==> src/rtl/wb_stage.sv <==
// Writeback stage: retires ALU results directly and waits for, extracts and retires load data.
// Latency: 1 cycle for ALU results; for loads, 1 cycle after mem_rvalid, or an err pulse on timeout.
// Backpressure: ex_ready drops while a load is outstanding, so upstream stalls until the load retires.
module wb_stage #(
  parameter int TIMEOUT_CYCLES = 64
) (
  input  logic        clk,
  input  logic        rst,
  input  logic        ex_valid,
  output logic        ex_ready,
  input  logic        ex_is_load,
  input  logic [4:0]  ex_rd,
  input  logic [31:0] ex_result,
  input  logic [2:0]  ex_funct3,
  input  logic [1:0]  ex_addr_lo,
  input  logic        mem_rvalid,
  input  logic [31:0] mem_rdata,
  output logic        rd_we,
  output logic [4:0]  writeReg,
  output logic [31:0] writeData,
  output logic        load_pending,
  output logic [4:0]  pend_rd,
  output logic        err
);

  typedef enum logic {IDLE, WAIT_LOAD} state_t;

  localparam logic [7:0] CNT_LAST = 8'(TIMEOUT_CYCLES - 1);

  state_t      state, state_nxt;
  logic [7:0]  cnt, cnt_nxt;
  logic [4:0]  cap_rd, cap_rd_nxt;
  logic [2:0]  cap_f3, cap_f3_nxt;
  logic [1:0]  cap_lo, cap_lo_nxt;
  logic        rd_we_nxt, err_nxt;
  logic [4:0]  wreg_nxt;
  logic [31:0] wdata_nxt;
  logic        load_legal;
  logic [7:0]  ld_byte;
  logic [15:0] ld_half;
  logic [31:0] ld_value;

  assign ex_ready     = (state == IDLE);
  assign load_pending = (state == WAIT_LOAD);
  assign pend_rd      = (state == WAIT_LOAD) ? cap_rd : 5'd0;

  // Reserved funct3 codes and misaligned halfword/word accesses are rejected at acceptance.
  always_comb begin
    load_legal = 1'b0;
    case (ex_funct3)
      3'b000, 3'b100: load_legal = 1'b1;
      3'b001, 3'b101: load_legal = ~ex_addr_lo[0];
      3'b010:         load_legal = (ex_addr_lo == 2'b00);
      default:        load_legal = 1'b0;
    endcase
  end

  always_comb begin
    ld_byte  = mem_rdata[{cap_lo, 3'b000} +: 8];
    ld_half  = mem_rdata[{cap_lo[1], 4'b0000} +: 16];
    ld_value = mem_rdata;
    case (cap_f3)
      3'b000:  ld_value = {{24{ld_byte[7]}}, ld_byte};
      3'b001:  ld_value = {{16{ld_half[15]}}, ld_half};
      3'b100:  ld_value = {24'd0, ld_byte};
      3'b101:  ld_value = {16'd0, ld_half};
      default: ld_value = mem_rdata;
    endcase
  end

  always_comb begin
    state_nxt  = state;
    cnt_nxt    = cnt;
    cap_rd_nxt = cap_rd;
    cap_f3_nxt = cap_f3;
    cap_lo_nxt = cap_lo;
    rd_we_nxt  = 1'b0;
    err_nxt    = 1'b0;
    wreg_nxt   = writeReg;
    wdata_nxt  = writeData;
    case (state)
      IDLE: begin
        if (ex_valid) begin
          if (!ex_is_load) begin
            rd_we_nxt = (ex_rd != 5'd0);
            wreg_nxt  = ex_rd;
            wdata_nxt = ex_result;
          end else if (load_legal) begin
            cap_rd_nxt = ex_rd;
            cap_f3_nxt = ex_funct3;
            cap_lo_nxt = ex_addr_lo;
            cnt_nxt    = 8'd0;
            state_nxt  = WAIT_LOAD;
          end else begin
            err_nxt = 1'b1;
          end
        end
      end
      WAIT_LOAD: begin
        // Data arriving on the expiry cycle still wins over the timeout.
        if (mem_rvalid) begin
          rd_we_nxt = (cap_rd != 5'd0);
          wreg_nxt  = cap_rd;
          wdata_nxt = ld_value;
          state_nxt = IDLE;
        end else if (cnt == CNT_LAST) begin
          err_nxt   = 1'b1;
          cnt_nxt   = 8'd0;
          state_nxt = IDLE;
        end else begin
          cnt_nxt = cnt + 8'd1;
        end
      end
      default: state_nxt = IDLE;
    endcase
  end

  always_ff @(posedge clk or posedge rst) begin
    if (rst) begin
      state     <= IDLE;
      cnt       <= 8'd0;
      cap_rd    <= 5'd0;
      cap_f3    <= 3'd0;
      cap_lo    <= 2'd0;
      rd_we     <= 1'b0;
      writeReg  <= 5'd0;
      writeData <= 32'd0;
      err       <= 1'b0;
    end else begin
      state     <= state_nxt;
      cnt       <= cnt_nxt;
      cap_rd    <= cap_rd_nxt;
      cap_f3    <= cap_f3_nxt;
      cap_lo    <= cap_lo_nxt;
      rd_we     <= rd_we_nxt;
      writeReg  <= wreg_nxt;
      writeData <= wdata_nxt;
      err       <= err_nxt;
    end
  end

endmodule

==> config.mk <==
export PLATFORM = sky130hd
export DESIGN_NAME = wb_stage
export DESIGN_NICKNAME = d
export VERILOG_FILES = /design/src/rtl/wb_stage.sv
export SDC_FILE = /design/constraint.sdc
export NUM_CORES = 1
export LEC_CHECK = 0
export CORE_MARGIN = 4
export CORE_UTILIZATION = 40
export CTS_BUF_LIST = sky130_fd_sc_hd__clkbuf_4 sky130_fd_sc_hd__clkbuf_8 sky130_fd_sc_hd__clkbuf_16
export DETAILED_ROUTE_END_ITERATION = 8
export DONT_BUFFER_PORTS = 1
export GPL_TIMING_DRIVEN = 0
export HOLD_SLACK_MARGIN = 0.06
export SYNTH_ARGS = -nofsm -noshare
export SYNTH_HDL_FRONTEND = slang
export SYNTH_SLANG_ARGS = --single-unit
==> constraint.sdc <==
create_clock -name clk -period 2.15 [get_ports clk]
set_input_delay 0.215 -clock clk [delete_from_list [all_inputs] [get_ports clk]]
set_output_delay 0.215 -clock clk [all_outputs]
set_load 0.005 [all_outputs]
* Yosys cells after proc, flatten, opt, wreduce, memory -nomap -nowiden
Index checks and enable logic that the tools add are counted.
** Cells by class
- Mux-type cells :: 33
- Equality and inequality tests :: 14
- Bitwise gates (word level) :: 2
- Reduce and logical (&&, ||, !) cells :: 10
- Shift operators :: 2
- Add/sub/neg operators :: 1
** Operator list (count)
- $pmux W32 S4 :: 1
- $mux W32 :: 3
- $pmux W32 S2 :: 1
- $mux W8 :: 5
- $shiftx A32 B6 Y16 :: 1
- $shiftx A32 B6 Y8 :: 1
- $mux W5 :: 4
- $pmux W8 S2 :: 1
- $mux W1 :: 13
- $eq A3 B3 Y1 const B :: 4
- $pmux W5 S2 :: 1
- $reduce_bool A5 Y1 :: 2
- $add A8 B1 Y8 const B :: 1
- $eq A8 B6 Y1 const B :: 1
- $ne A2 B2 Y1 const B :: 4
- $reduce_and A4 Y1 :: 2
- $eq A3 B1 Y1 const B :: 2
- $logic_not A3 Y1 :: 2
- $pmux W1 S2 :: 3
- $ne A2 B1 Y1 const B :: 2
- $reduce_or A2 Y1 :: 2
- $eq A3 B2 Y1 const B :: 1
- $pmux W1 S3 :: 1
- $reduce_and A3 Y1 :: 1
- other kinds (2) :: 3
** Storage, ports and cells
- Register bits after elaboration :: 58
- Word-level logic and storage cells :: 71
- Output and inout port bits :: 46
- Bits of input ports :: 79

* Logic depth before layout (Yosys ltp)
Gate-level depths: netlist of run 1.
- Depth after elaboration :: 7
- Gate-level depth with buffers :: 7
- Mapped depth without buffers :: 5

* Worst setup path before layout of run 1
No wires, ideal clock.
- Path kind :: register -> register
- Start :: register state (netlist: load_pending)
- End :: register writeData[2]
- Period minus slack after synthesis :: 1732 ps
- Path slack :: 418 ps
- Buffers on the path :: 3
- Required time :: 2027 ps
- Data arrival time :: 1609 ps
- Stages on the path, launching flop included :: 8
- Library setup time :: 123 ps
- Path through :: dfrtp_1 -> buf_6 -> or3b_1 -> buf_6 -> buf_6 -> o21ai_0 -> nand2_1 -> o221a_2
** Between the ends
- Longest elaborated chain between the ends :: 3
- Elaborated cells between the ends (all ways) :: 6
- Those cells by class :: eq/ne (3); mux (1); bitwise (1); reduce/logical (1)
** Ends and longest elaborated chain
- start: declaration :: line 30 : state_t state, state_nxt;
- start signal: assignment :: line 130 : state <= state_nxt;
- $not A1 Y1 (no line)
- $ne A2 B2 Y1 (no line)
- $reduce_and A3 Y1 (no line)
- end signal: assignment :: line 137 : writeData <= wdata_nxt;
- end: declaration :: line 20 : output logic [31:0] writeData,
Several ways; a longest one is shown, not always the timed one.
A chain may end at the register's enable or synchronous reset.

* Final worst setup path of run 1
- Start :: register state (netlist: load_pending)
- End :: register cnt[5]
** Between the ends
- Longest elaborated chain between the ends :: 3
- Elaborated cells between the ends (all ways) :: 7
- Those cells by class :: eq/ne (4); mux (1); bitwise (1); reduce/logical (1)
** Ends and longest elaborated chain
- $not A1 Y1 (no line)
- $ne A2 B1 Y1 (no line) / $ne A2 B2 Y1 (equally long branches)
- $reduce_and A4 Y1 (no line)
- end signal: assignment :: line 131 : cnt <= cnt_nxt;
- end: declaration :: line 31 : logic [7:0] cnt, cnt_nxt;
Several ways; a longest one is shown, not always the timed one.

==> summary.md, run 1 <==
| Metric | Value |
|---|---|
| Status | complete, no violations |
| Inserted Clock Buffers | 9 |
| Initial DRC Count | 166 |
| Tightest Pin Transition | roughly 630 ps |
| GRT Util Overall | 22.0% |
| F_max | 525 MHz |
| Layout cells sized above 1 | between 10% and 20% |
| Synth Register Bits | 58 |
| Post-Route Utilization | 47.7% |
| Commonest non-fill, non-tap cell in the layout | dfrtp_1 |
| Routed Antenna Nets | 0 |
| CP Capture Type | register |
| Sequential share of the synthesized area | 42.6% |
| Max-slew violation count | 0 |
| Cells after synthesis | around 370 |
| Largest net degree at the start of global routing | 37 |
| Hold/Removal Path Class | primary input to register |
| Final Hold Fails | 0 |
| Area after DPL | 3560 um^2 |
| Dpl hpwl | 8200 um |
| Synth Warn # | 0 |
| Layout Skew | 11.2 ps |
| Starting density of the core | 41.2% |
| Main synth FF type | dfrtp_1 |
| Max Cap Viol | 0 |
| Root Buffer | clkbuf_8 |
| Wire per inst | 21.3 um |
| Worst endpoint required time | 2370 ps |
| Synth Net Count | 449 |
| RSZ-0062 raised after global routing | false |
| Worst setup path class | register to register |
| Critical Path Start Type | register |
| Yosys cell types | 52 |
| Ys async rst share | 100% |
| DIE HEIGHT | 100 um |
| Drt first pass iters | 4 |
| CTS tree | yes |
| WL final | 10800 um |
| Die W | 100 um |
| Shortest period the worst path allows | about 1900 ps |
| Synth Area per Inst | 9.23 um^2 |
| Pwr Density | 942 nW/um^2 |
| Port Buffers | 0 |
| CP Data Arrival Time | around 2100 ps |
| Leak | 0.00159 uW |
| CTS H-Tree Depth | 3 |
| Area of the multi-input gates | 1790 um^2 |
| Number of synthesized flops with an enable pin | 0 |
| DR vias | 3026 |
| Slew headroom | 57.7% |
| Clk buf depth | 2 |
| Commonest non-fill, non-tap cells in the layout | dfrtp_1 (58), nand2_1 (43), o21ai_0 (41) |
| Number of buffers added for setup after CTS | 0 |
| Clock sink count | 58 |
| Grt ovf | 0 |
| Initial antenna violation count | 0 |
| Layout Nets | 480 |
| Vias per cell | 5.96 |
| Worst Path Max Fanout | 10 |
| Final period util | 88.6% |
| GPL Wtd Cong | around 0.87 |
| CORE AREA | 8260 um^2 |
| Cell area after synthesis | around 3400 um^2 |
| Drc violations | 0 |
| Boundary Pins | 125 |
| Final Cell Area | 3940 um^2 |
| Worst IR Drop VDD | 0.000405 V |
| Total Die Area | 10100 um^2 |
| Global-route wire length before repair | 17000 um |
| Fillers | 803 |
| Worst-path clk slew | 60 ps |
| Antenna diodes | 0 |
| FF+latch area | 1450 um^2 |
| Area delta synth->final | 15.8% |
| Setup tns final | 0 ps |
| Vias in the first global route | 3215 |
| Skew-Pair Late Insertion Delay | 340 ps |
| Final setup viols | 0 |
| Core Rows | 33 |
-- cells in the mapped netlist, types with 9 or more instances --
cell type | number | area share [%]
nand3_1 | 19 | 2.8
a21o_1 | 9 | 2.0
dfrtp_1 | 58 | 43
nand2_1 | 43 | 4.7
nor3_1 | 10 | 1.5
nor2_1 | 14 | 1.5
o21ai_0 | 41 | 6.0
mux2i_1 | 11 | 3.2
mux2_2 | 22 | 7.3
clkbuf_1 | 15 | 1.7
a21oi_1 | 24 | 3.5
o211ai_1 | 11 | 2.4
-- final timing paths --
path / startpoint / endpoint / slack (ps) / depth (start not counted)
min: mem_rdata[27] / writeData[27]$_DFFE_PP0P_ / 70 / 2
max: load_pending$_DFF_PP0_ / cnt[5]$_DFFE_PP0P_ / 240 / 6
min reg2reg: writeReg[4]$_DFFE_PP0P_ / writeReg[4]$_DFFE_PP0P_ / 520 / 2
min in group asynchronous: rst / writeData[15]$_DFFE_PP0P_ / 360 / 2
max reg2reg: load_pending$_DFF_PP0_ / cnt[5]$_DFFE_PP0P_ / 240 / 6
max in group asynchronous: rst / writeData[1]$_DFFE_PP0P_ / 1190 / 3
-- power breakdown --
part	total, uW	switching (uW)	internal, uW
clock network	1000	421	581
logic	1070	590	477
registers	1640	261	1380
-- cells by family (layout without fill, tap and decap cells) --
kind of cell	Yosys count	after routing	synth area share, %
multiplexers	34	34	11.2
adder cells (fa/ha/maj)	1	1	0.367
flip-flops	58	58	42.6
XOR/XNOR	1	1	0.257
AO/OA/AOI/OAI	122	122	23.4
buffers and inverters	34	68	4.89
AND/OR/NAND/NOR	119	119	17.3
-- metal layers --
| layer | vias to the layer above | wire (um) | GRT usage (%) |
|---|---|---|---|
| li1 | 1425 | - | - |
| met1 | 1449 | 4320 | 27.0 |
| met2 | 126 | 5190 | 34.7 |
| met3 | 26 | 964 | 7.99 |
| met4 | 0 | 341 | 9.95 |
| met5 | - | 0 | 0 |
-- registers in the layout (all words and copies together) (netlist names) --
signal and count:
load_pending 1, cap_lo 2, rd_we 1, cap_f3 3, cnt 8, writeReg 5
err 1, cap_rd 5, writeData 32
-- layout make-up --
| cell class | instances | area share, % |
|---|---|---|
| clock buffers | 11 | 3.84 |
| flip-flops and latches | 58 | 36.8 |
| inverters | 6 | 0.571 |
| clock inverters | 3 | 1.02 |
| repair buffers | 20 | 5.33 |
| well taps | 105 | 3.33 |
| plain buffers | 28 | 3.65 |
| multi-input cells | 277 | 45.4 |
-- worst max-delay path, cell delays in order, from the launching register on --
cell	delay [ps]
dfrtp_1	400
buf_6	150
inv_1	60
buf_2	220
o2111ai_2	290
and2_0	350
a211o_1	330
-- repair_timing --
item                       in CTS  in global routing
hold buffers                   18                  1
hold endpoints to repair       40                  1
resized for setup               1                  0
setup endpoints to repair       6                  0
-- metrics by stage --
stage	hold slack (ps)	setup slack [ps]	power (uW)	instances
after floorplan	352	418	2400	369
after global placement	363	-208	2660	474
after detailed placement	165	-137	2700	475
after CTS	61.0	246	3740	507
after global routing	60.8	101	3960	508
final	68.7	245	3710	508
No activity file was read; power rests on OpenSTA's default activity.
==> run 2, diff against run 1 <==
- SETUP_SLACK_MARGIN: unset -> 0.3
- clock period: 2.15 -> 2.3 ns (I/O delays scaled with it)
==> summary.md, run 2 (synthesis gave the netlist of run 1 again) <==
| Metric | Value |
|---|---|
| F_max | 524 MHz |
| CTS tree | yes |
| Final setup viols | 0 |
| Clock sink count | 58 |
| Slew headroom | about 57% |
| Root Buffer | clkbuf_8 |
| Drt first pass iters | 5 |
| Flip-flop count of the largest register after layout | 32 |
| Net switching power | 1190 uW |
| Fillers | 808 |
| P_int | ~2300 uW |
| Wire per inst | 21.4 um |
| Clock group share of total power | 27.0% |
| Hold_ws | 77.9 ps |
| FF-to-FF End | cnt[5]$_DFFE_PP0P_ |
| Largest net degree at the start of global routing | 37 |
| Worst min-delay path endpoint | writeData[31]$_DFFE_PP0P_ |
| GPL Wtd Cong | 0.873 |
| Critical Path Start Type | register |
| Total Die Area | 10100 um^2 |
| Skew-Pair Late Insertion Delay | 340 ps |
| Status | complete, no violations |
| Hold Path Cell Cnt | 2 |
| Final WS setup | 393 ps |
| Max Cap Viol | 0 |
| Worst setup path class | register to register |
| Sequential Power Share | 44.3% |
| Cells after DPL | 475 |
| Pre-CTS setup slack | 13.2 ps |
| Max-slew violation count | 0 |
| Worst IR Drop VDD | 0.000379 V |
| Core Rows | 33 |
| Die W | 100 um |
| CP Capture Type | register |
| Setup slack, reg-to-reg | 390 ps |
| Worst Path Max Fanout | 10 |
| Area after DPL | 3560 um^2 |
| Layout Skew | 11.2 ps |
| Layout Nets | 475 |
| R2r startpoint | load_pending$_DFF_PP0_ |
| Hold/Removal Path Class | primary input to register |
| Area delta synth->final | 14.4% |
| DR vias | roughly 3.1k |
| Clk buf depth | 2 |
| Antenna diodes | 0 |
| CTS H-Tree Depth | 3 |
| Commonest non-fill, non-tap cells in the layout | dfrtp_1 (58), nand2_1 (43), o21ai_0 (41) |
| Worst-path clk slew | approximately 60 ps |
| DIE HEIGHT | 100 um |
| Layout cells sized above 1 | 16.6% |
| Commonest non-fill, non-tap cell in the layout | dfrtp_1 |
| Dpl hpwl | 8200 um |
| Final Cell Area | 3900 um^2 |
| Combinational share of power | 28.6% |
| Leak | 0.00158 uW |
| Final Hold Fails | 0 |
| Shortest period the worst path allows | about 1900 ps |
| Largest regs | writeData (32), cnt (8) |
| Initial antenna violation count | 0 |
| Initial DRC Count | approximately 180 |
| Port Buffers | 0 |
| CORE AREA | 8260 um^2 |
| CP Data Arrival Time | 2130 ps |
| GRT Util Overall | 21.9% |
| Worst endpoint required time | 2520 ps |
| Final period util | 82.9% |
| R2r worst-path depth | 6 |
| Setup tns final | 0 ps |
| Tightest Pin Transition | 651 ps |
| Vias per cell | 6.08 |
| Most flop-heavy register | writeData |
| Drc violations | 0 |
| Sw Share | 34.3% |
| Starting density of the core | between 40% and 50% |
| Pwr Density | around 890 nW/um^2 |
| Inserted Clock Buffers | 9 |
| Grt ovf | 0 |
| Hold_sp | mem_rdata[31] |
| Global-route wire length before repair | between 15000 and 20000 um |
| Cell Count, Final, Fillers Out | 503 |
| Vias in the first global route | 3183 |
| RSZ-0062 raised after global routing | true |
| Number of buffers added for setup after CTS | 0 |
| Boundary Pins | 125 |
| WL final | 10800 um |
| Routed Antenna Nets | 0 |
==> run 2: area by class of cell <==
cell class,count,area (um^2),area share (%)
clock buffer,11,151,3.89
inverter,6,22.5,0.578
timing repair buffer,15,160,4.11
clock inverter,3,40.0,1.03
buffer,28,148,3.79
multi-input combinational,277,1790,46.0
tap,105,131,3.37
sequential,58,1450,37.3
==> run 2: stage by stage <==
stage | util (%) | power [uW]
after CTS | 47.1 | 3490
final | 47.2 | 3470
after detailed placement | 43.1 | 2520
after global routing | 47.2 | 3700
after floorplan | - | 2250
after global placement | 42.8 | 2490
==> run 2: layer usage <==
metal  wire [um]  part of all wire [%]  global-route usage [%]  vias to the layer above
met5           0                     0                       0                        -
met4         376                   3.5                    9.53                        0
met3         959                   8.9                    7.92                       31
met2        5100                    47                    34.5                      140
met1        4320                    40                    27.0                     1470
li1            -                     -                       -                     1418
==> run 2: power by group through the flow <==
stage | clock (uW) | combinational (uW) | sequential (uW)
2_1_floorplan | 0 | 768 | 1480
3_3_place_gp | 0 | 938 | 1550
3_5_place_dp | 0 | 965 | 1560
4_1_cts | 957 | 991 | 1540
5_1_grt | 1010 | 1110 | 1570
6_report | 937 | 993 | 1540
==> run 2: what timing repair did <==
action,CTS,global route
endpoints found under the hold margin,36,0
pin swaps,0,0
setup endpoints to repair,9,8
hold buffers,14,0
gates resized for setup,1,6
==> run 2: how the worst max path moves through the flow <==
stage                           startpoint                       end  slack (ps)  cells past startpoint
floorplan           load_pending$_DFF_PP0_  writeData[2]$_DFFE_PP0P_         570                      7
global placement                       rst        cnt[0]$_DFFE_PP0P_         -70                      1
detailed placement  load_pending$_DFF_PP0_   writeReg[1]$_DFFE_PP0P_          10                      6
CTS                 load_pending$_DFF_PP0_           rd_we$_DFF_PP0_         400                      6
global route        load_pending$_DFF_PP0_   writeReg[1]$_DFFE_PP0P_         250                      6
finish              load_pending$_DFF_PP0_        cnt[5]$_DFFE_PP0P_         390                      6
==> run 2: critical path, cell delays in order (launching register included) <==
cell	delay [ps]
dfrtp_1	400
buf_6	150
inv_1	60
buf_2	220
o2111ai_2	290
and2_0	350
a211o_1	330
==> run 3, diff against run 2 <==
- clock period: 2.3 -> 1.59 ns (I/O delays scaled with it)
==> summary.md, run 3 (synthesis gave the netlist of run 1 again) <==
| Metric | Value |
|---|---|
| Leak | between 0.002 and 0.0025 uW |
| Drt first pass iters | 4 |
| Max-slew violation count | 0 |
| Port Buffers | 0 |
| CTS H-Tree Depth | 3 |
| CTS tree | yes |
| Wire per inst | 21.9 um |
| Vias per cell | 5.76 |
| Final Hold Fails | 0 |
| Grt ovf | 0 |
| Boundary Pins | between 100 and 150 |
| Layout cells sized above 1 | 36.0% |
| Largest net degree at the start of global routing | 59 |
| Layout Skew | 10.5 ps |
| Fillers | 670 |
| R2r worst-path depth | 4 |
| Clk buf depth | 2 |
| Initial DRC Count | approximately 170 |
| CP bufs+invs | 0 |
| Worst-path clk slew | around 70 ps |
| CP Data Arrival Time | ~2000 ps |
| Area of the multi-input gates | 2160 um^2 |
| Antenna diodes | 0 |
| DR vias | 3368 |
| CP delay by family, top | multiplexers |
| Status | finished with violations |
| Clock group share of total power | between 20% and 30% |
| Shortest period the worst path allows | 1830 ps |
| Root Buffer | clkbuf_8 |
| Layout Nets | 555 |
| CP Capture Type | register |
| Post-Route Utilization | 64.5% |
| Routed Antenna Nets | 0 |
| Vias in the first global route | 3584 |
| Worst endpoint required time | 1810 ps |
| Tightest Pin Transition | 476 ps |
| F_max | roughly 550 MHz |
| Net switching power | about 2100 uW |
| Core Rows | 33 |
| Flip-flop count of the largest register after layout | 32 |
| Sw Share | 33.6% |
| Drc violations | 0 |
| Most flop-heavy register | writeData |
| Sequential Power Share | 36.8% |
| Worst IR Drop VDD | about 0.00078 V |
| Total Die Area | just over 10000 um^2 |
| Initial antenna violation count | 0 |
| Hold_sp | ex_rd[4] |
| Final setup viols | 57 |
| R2r startpoint | cap_lo[0]$_DFFE_PP0P_ |
| Commonest non-fill, non-tap cells in the layout | dfrtp_1 (57), dlygate4sd3_1 (51), nand2_1 (36) |
| P_int | approximately 4100 uW |
| FF+latch area | ~1500 um^2 |
| WL final | between 10000 and 15000 um |
| Setup slack, reg-to-reg | -240 ps |
| CP max-delay cell | mux4_2 |
| Critical Path Start Type | register |
| Commonest non-fill, non-tap cell in the layout | dfrtp_1 |
| Clock sink count | 58 |
| Hold Path Cell Cnt | 3 |
| FF-to-FF End | writeData[30]$_DFFE_PP0P_ |
| Worst min-delay path endpoint | rd_we$_DFF_PP0_ |
| Cell Count, Final, Fillers Out | 585 |
| Starting density of the core | 41.2% |
| Inserted Clock Buffers | 9 |
| Worst setup path class | register to register |
| Setup tns final | -6310 ps |
| GRT Util Overall | about a quarter |
| Dpl hpwl | 8310 um |
| GPL Wtd Cong | 0.847 |
| DIE HEIGHT | 100 um |
| Max Cap Viol | 0 |
| Worst Path Max Fanout | 4 |
| Global-route wire length before repair | about 20000 um |
| Tot Pwr | 6220 uW |
| Final period util | 115% |
| Hold/Removal Path Class | primary input to register |
| Cells after DPL | 474 |
| Skew-Pair Late Insertion Delay | ~340 ps |
| Critical Path Max Stage Delay | 540 ps |
| Largest regs | writeData (32), cnt (8) |
| Die W | 100 um |
| Worst path cell trace | mux2_4 > mux4_2 > a221oi_4 > o21ai_1 |
| Violated checks | setup timing |
| RSZ-0062 raised after global routing | true |
| CORE AREA | 8260 um^2 |
| Area delta synth->final | 56.4% |
| Pwr Density | 1170 nW/um^2 |
| Final WS setup | -235 ps |
| Slew headroom | 68.3% |
| Combinational share of power | 34.7% |
[run 3: changes by cell type in the layout (fill, tap and decap cells not counted), moves of 8 or more]
cell / delta
a21oi_1: -8
a21oi_2: +8
o21ai_1: +12
buf_4: +18
o21ai_0: -23
buf_6: +20
mux2_2: -10
mux2_4: +10
dlygate4sd3_1: +37
[run 3: worst max-delay path by stage]
| stage | startpoint | to | slack [ps] | cells after the start |
|---|---|---|---|---|
| CTS | cap_lo[0]$_DFFE_PP0P_ | writeData[30]$_DFFE_PP0P_ | -240 | 4 |
| finish | cap_lo[0]$_DFFE_PP0P_ | writeData[30]$_DFFE_PP0P_ | -240 | 4 |
| detailed placement | load_pending$_DFF_PP0_ | rd_we$_DFF_PP0_ | -360 | 6 |
| global route | cap_lo[0]$_DFFE_PP0P_ | writeData[30]$_DFFE_PP0P_ | -290 | 4 |
| global placement | load_pending$_DFF_PP0_ | writeData[19]$_DFFE_PP0P_ | -330 | 6 |
| floorplan | cap_lo[0]$_DFFE_PP0P_ | writeData[27]$_DFFE_PP0P_ | -80 | 5 |
[run 3: worst register-to-register path, cell delays in order, from the launching register on]
cell	delay, ps
dfrtp_2	440
mux2_4	320
mux4_2	540
a221oi_4	300
o21ai_1	90
[run 3: cell type report]
type / count / share of cell area (%)
Buffer: 28 / 5.05
Multi-Input combinational cell: 277 / 40.6
Tap cell: 105 / 2.47
Clock buffer: 11 / 2.84
Inverter: 6 / 0.540
Clock inverter: 5 / 1.88
Sequential cell: 58 / 27.3
Timing Repair Buffer: 95 / 19.3
[run 3: timing repair]
item | 4_1_cts | 5_1_grt
hold buffers | 49 | 2
cloned | 6 | 1
pin swaps | 15 | 16
gates resized for setup | 81 | 53
setup buffers | 24 | 12
setup endpoints to repair | 64 | 64
hold endpoints to repair | 102 | 21
[run 3: power groups by stage]
stage | logic [uW] | registers, uW | clock network [uW]
after global routing | 2350 | 2350 | 1870
after detailed placement | 1460 | 2270 | 0
after global placement | 1440 | 2260 | 0
after CTS | 1940 | 2260 | 1790
after floorplan | 1180 | 2160 | 0
final | 2160 | 2290 | 1770
[run 3: metrics by stage]
| step | hold slack (ps) | cell area (um^2) | setup slack, ps |
|---|---|---|---|
| 6_report | 57.9 | 5330 | -235 |
| 3_3_place_gp | 309 | 3670 | -331 |
| 2_1_floorplan | 252 | 3540 | -76.4 |
| 3_5_place_dp | 310 | 3670 | -360 |
| 5_1_grt | 68.9 | 5330 | -287 |
| 4_1_cts | 32.4 | 4980 | -238 |
[run 3: metal layers]
metal	wire [um]	vias to the layer above	track usage, %	part of all wire (%)
met1	5090	1638	32.3	40
li1	-	1577	-	-
met4	273	0	8.81	2.1
met2	6310	131	41.3	49
met5	0	-	0	0
met3	1110	22	7.92	8.6
